File: src/rtl/buffer_parallel_serial_pkg.sv
// Shared constants and state encoding for the SAD byte buffers.
package buffer_parallel_serial_pkg;

  localparam int unsigned WIDTH     = 8;
  localparam int unsigned BUF_SIZE  = 80;
  localparam int unsigned PTR_WIDTH = 7;

  typedef enum logic {
    IDLE   = 1'b0,
    STREAM = 1'b1
  } state_t;

endpackage

File: src/rtl/buffer_parallel_serial.sv
// Parallel-in, serial-out unloader: captures a flat block of BUF_SIZE
// elements in one cycle, then streams them out over valid/ready.
module buffer_parallel_serial #(
  parameter int unsigned WIDTH     = buffer_parallel_serial_pkg::WIDTH,
  parameter int unsigned BUF_SIZE  = buffer_parallel_serial_pkg::BUF_SIZE,
  parameter int unsigned PTR_WIDTH = buffer_parallel_serial_pkg::PTR_WIDTH
) (
  input  logic                      clk,
  input  logic                      rst,
  input  logic                      load,
  input  logic [BUF_SIZE*WIDTH-1:0] buf_in,
  output logic                      ld_ready,
  output logic                      out_valid,
  input  logic                      out_ready,
  output logic [WIDTH-1:0]          buf_out,
  output logic                      out_last,
  output logic                      buf_empty
);

  import buffer_parallel_serial_pkg::*;

  localparam logic [PTR_WIDTH-1:0] LAST_IDX = PTR_WIDTH'(BUF_SIZE - 1);

  state_t               state;
  state_t               next_state;
  logic [PTR_WIDTH-1:0] rd_ptr;
  logic [PTR_WIDTH-1:0] next_ptr;
  logic                 capture;
  logic                 at_last;
  logic [WIDTH-1:0]     storage [BUF_SIZE];

  assign at_last = (rd_ptr == LAST_IDX);

  // Next-state and read-pointer logic; load is only honoured in IDLE
  always_comb begin
    next_state = state;
    next_ptr   = rd_ptr;
    capture    = 1'b0;
    unique case (state)
      IDLE: begin
        if (load) begin
          capture    = 1'b1;
          next_state = STREAM;
          next_ptr   = '0;
        end
      end
      STREAM: begin
        if (out_ready) begin
          if (at_last) begin
            next_state = IDLE;
            next_ptr   = '0;
          end else begin
            next_ptr = rd_ptr + PTR_WIDTH'(1);
          end
        end
      end
      default: begin
        next_state = IDLE;
        next_ptr   = '0;
      end
    endcase
  end

  // State and read-pointer registers
  always_ff @(posedge clk or posedge rst) begin
    if (rst) begin
      state  <= IDLE;
      rd_ptr <= '0;
    end else begin
      state  <= next_state;
      rd_ptr <= next_ptr;
    end
  end

  // Parallel capture of the whole block; contents are don't-care after reset
  always_ff @(posedge clk) begin
    if (capture) begin
      for (int unsigned k = 0; k < BUF_SIZE; k++) begin
        storage[k] <= buf_in[WIDTH*k +: WIDTH];
      end
    end
  end

  // Outputs depend only on registered state and the selected storage entry
  always_comb begin
    ld_ready  = (state == IDLE);
    buf_empty = (state == IDLE);
    out_valid = (state == STREAM);
    out_last  = 1'b0;
    buf_out   = '0;
    if (state == STREAM) begin
      buf_out  = storage[rd_ptr];
      out_last = at_last;
    end
  end

endmodule

File: config.mk
export PLATFORM = sky130hd
export DESIGN_NAME = buffer_parallel_serial
export DESIGN_NICKNAME = d
export VERILOG_FILES = /design/src/rtl/buffer_parallel_serial_pkg.sv /design/src/rtl/buffer_parallel_serial.sv
export SDC_FILE = /design/constraint.sdc
export NUM_CORES = 1
export LEC_CHECK = 0
export CAP_MARGIN = 20
export CORE_AREA = 4 4 255 257
export DETAILED_ROUTE_END_ITERATION = 12
export DIE_AREA = 0 0 259 261
export GPL_ROUTABILITY_DRIVEN = 1
export HOLD_SLACK_MARGIN = 0.08
export PLACE_DENSITY = 0.67
export RECOVER_POWER = 25
export SLEW_MARGIN = 20
export SYNTH_ARGS = -nofsm -noshare
export SYNTH_HDL_FRONTEND = slang
export SYNTH_SLANG_ARGS = --single-unit
export TNS_END_PERCENT = 100
File: constraint.sdc
create_clock -name clk -period 43.4 [get_ports clk]
set_input_delay 6.51 -clock clk [delete_from_list [all_inputs] [get_ports clk]]
set_output_delay 6.51 -clock clk [all_outputs]
set_load 0.05 [all_outputs]
==> flow_summary.yaml <==
place:
  placed_area_um2: 32290
  dp.cells: 2555
  io_buffer_count: 655
  dpl.hpwl_mm: 53.52
  gp_congestion: 0.8195
drt:
  viasPerCell: 5.163
  drt-wirelength-per-cell_um: 26.88
  ant_nets: 0
  drc: 0
  drt-initial-drc-count: 1302
  drt_wl_total_mm: 72.63
  first_pass_iters: 5
  vias: 13950
timing:
  min_period_over_period: 0.2619
  final-hold-violation-count: 0
  slew_violations: 0
  period_minus_slack_ps: 11370
  tightest_slew_ps: 1100
  max_freq_ghz: 0.08799
  setup_tns_ps: 0
  slew_headroom: 0.2666
  setup_violations: 0
  rsz0062_at_grt: "false"
  finClkSkew_ps: 19.39
global_route:
  antenna_found_initial: 31
  grt_max_degree: 196
  grt_pass1_wl_mm: 101.2
  grt_pass1_vias: 15040
  gr-total-overflow: 0
  grtUsageTotal: 0.2075
die:
  rows: 92
  start_util: 0.3962
  die_y_um: 261
  dieArea_um2: 67600
  die_w_um: 259
  core_area_um2: 62740
  io_pins: 656
setup_path:
  cp-end-kind: "output port"
  path_cells: "buf_4, mux4_2, a22oi_1, nand2_1, a22o_1, o41a_1, clkdlybuf4s50_1"
  critPathBufInv: 2
  crit_path_top_delay_cell: "dfrtp_4"
  critical_path_class: "register to output port"
  cp_max_fo: 52
  critPathRequiredTime_ps: 36890
  cp_top_family: "buffers and inverters"
  cp.arrival_ps: 4860
  slowest_delay_ps: 1070
  cp-start-kind: "register"
clock_tree:
  post-cts-setup-buffers: 0
  clock_latency_ps: 590
  hold_buffers: 0
  cts_buffer_depth: 3
  clk_pin_slew_ps: 60
  cts_tree: "yes"
  clock_sinks: 648
  root_buffer: "clkbuf_16"
  numCtsBuffers: 71
  htree_levels: 3
  cts.repair.resized: 0
power_and_ir_drop:
  total_power_mw: 1.591
  powerDensity_nw_per_um2: 45.85
  p_seq_frac: 0.447
  pwr-share-clk: 0.380
  power_switching_mw: 0.3911
  switching_share: 0.2459
  static-leakage-power_nw: 11.29
  comb_power_share: 0.174
  p_int_mw: 1.200
  ir_drop_mv: 0.02919
synthesis:
  synth_cell_types: 41
  synth_xor_area_frac: 0
  yosys-top-cells-area: "edfxtp_1 77%, mux4_2 14%, mux2i_1 2.0%"
  synthCells: 1094
  ys.flop_type: "edfxtp_1"
  ys_ff_latch: 648
  synth.largest_area_cell: "edfxtp_1"
  synth_edf_count: 640
  yosys.area_share.simple: 0.01248
  synth_fa_ha_area_frac: 0.0005034
  synth_compound_area_frac: 0.03393
  syn_area_um2: 24850
  synthArstFlopShare: 0.01235
  yosysTopAreaCellShare: 0.7733
  avgSynthCellArea_um2: 22.72
  ys_seq_area_frac: 0.7813
  ys_warn_count: 0
  synth_top_family_by_area: "multiplexers"
  synth_nets: 1739
  muxShareOfSynthArea: 0.1575
final_layout:
  final_nets: 2427
  syn2layout_area_growth_pct: 39.58
  fin_cells: 2702
  final_layout_size_suffix_gt1_frac: 0.1530
  design_area_um2: 34690
status:
  outcome: "finished, final reports clean"
run:
  cap_violations: 0
hold_path:
  hold_path.class: "register to register"
-- sequential cells by signal (all words and copies together) (netlist names) --
signal,count
out_valid,1
storage,640
rd_ptr,7
-- placed cells by master, fill, tap and decap left out, drive strengths merged, types with 3 or more instances in the layout --
cell type | synthesis | final
edfxtp | 640 | 640
clkdlybuf4s50 | 0 | 335
dlygate4sd3 | 0 | 320
mux4 | 152 | 152
clkbuf | 16 | 87
mux2i | 49 | 49
a22oi | 30 | 30
clkinv | 0 | 28
nor2 | 26 | 26
o21ai | 21 | 21
diode | 0 | 19
nand2 | 19 | 19
buf | 41 | 17
a221oi | 16 | 16
a22o | 12 | 12
bufinv | 0 | 9
dfrtp | 8 | 8
a31oi | 7 | 7
nor2b | 7 | 7
inv | 5 | 6
a21boi | 5 | 5
o41a | 5 | 5
nand3 | 5 | 5
and2 | 4 | 4
o22ai | 3 | 3
and3 | 3 | 3
a21oi | 3 | 3
clkinvlp | 0 | 3
-- cells in the mapped netlist (all sizes together) (4+ instances only) --
| cell | number |
|---|---|
| edfxtp | 640 |
| mux4 | 152 |
| mux2i | 49 |
| buf | 41 |
| a22oi | 30 |
| nor2 | 26 |
| o21ai | 21 |
| nand2 | 19 |
| a221oi | 16 |
| clkbuf | 16 |
| a22o | 12 |
| dfrtp | 8 |
| a31oi | 7 |
| nor2b | 7 |
| a21boi | 5 |
| inv | 5 |
| nand3 | 5 |
| o41a | 5 |
| and2 | 4 |
-- stage by stage --
| stage | utilization | hold WS, ps | setup WS (ps) |
|---|---|---|---|
| 2_1_floorplan | - | 559.3 | 4973 |
| 3_3_place_gp | 0.5148 | 640.2 | 32060 |
| 3_5_place_dp | 0.5148 | 651.5 | 31830 |
| 4_1_cts | 0.5522 | 669.2 | 31810 |
| 5_1_grt | 0.5527 | 733.2 | 31640 |
| 6_report | 0.5530 | 674.8 | 32030 |
-- logic make-up after synthesis --
group / count (synthesis)
compound gates: 113
fa+ha+maj: 1
buf+inv: 62
flops: 648
mux: 201
simple gates: 69
-- power by group through the flow --
stage	Sequential, mW	Clock, mW	Combinational [mW]
floorplan	0.702	0	0.177
global placement	0.725	0	0.285
detailed placement	0.725	0	0.287
CTS	0.712	0.617	0.288
global route	0.712	0.644	0.294
finish	0.711	0.604	0.276
-- final timing paths --
path	from	endpoint	slack (ps)	depth (start not counted)
worst max-delay path	rd_ptr[0]	buf_out[3]	32030	7
worst min-delay path	rd_ptr[6]	rd_ptr[6]	670	1
worst max register to register	out_valid	storage[72][5]	38570	5
worst min register to register	rd_ptr[6]	rd_ptr[6]	670	1
max in group asynchronous	rst	rd_ptr[2]	36770	2
min in group asynchronous	rst	rd_ptr[0]	6330	2
-- routing by layer --
metal / vias up / wire length (µm) / GRT usage
met5: - / 109 / 0
met3: 110 / 5383 / 0.05241
met1: 7127 / 27320 / 0.2529
li1: 6098 / - / -
met2: 600 / 38480 / 0.3730
met4: 16 / 1341 / 0.05157
-- worst reg2reg max path, delay by kind of cell (launching register included) --
family / cells / cell delay [ps]
buf+inv: 4 / 3130
simple gates: 1 / 670
flops: 1 / 590
-- layout make-up --
cell class / instances / area [µm²]
Tap cell: 846 / 1059
Clock inverter: 41 / 446.7
Timing Repair Buffer: 672 / 6700
Fill cell: 4774 / 28040
Inverter: 5 / 18.77
Sequential cell: 648 / 19430
Multi-Input combinational cell: 384 / 5090
Clock buffer: 87 / 1899
Antenna cell: 19 / 47.55
Note: power is estimated with default switching activity, not from simulation.
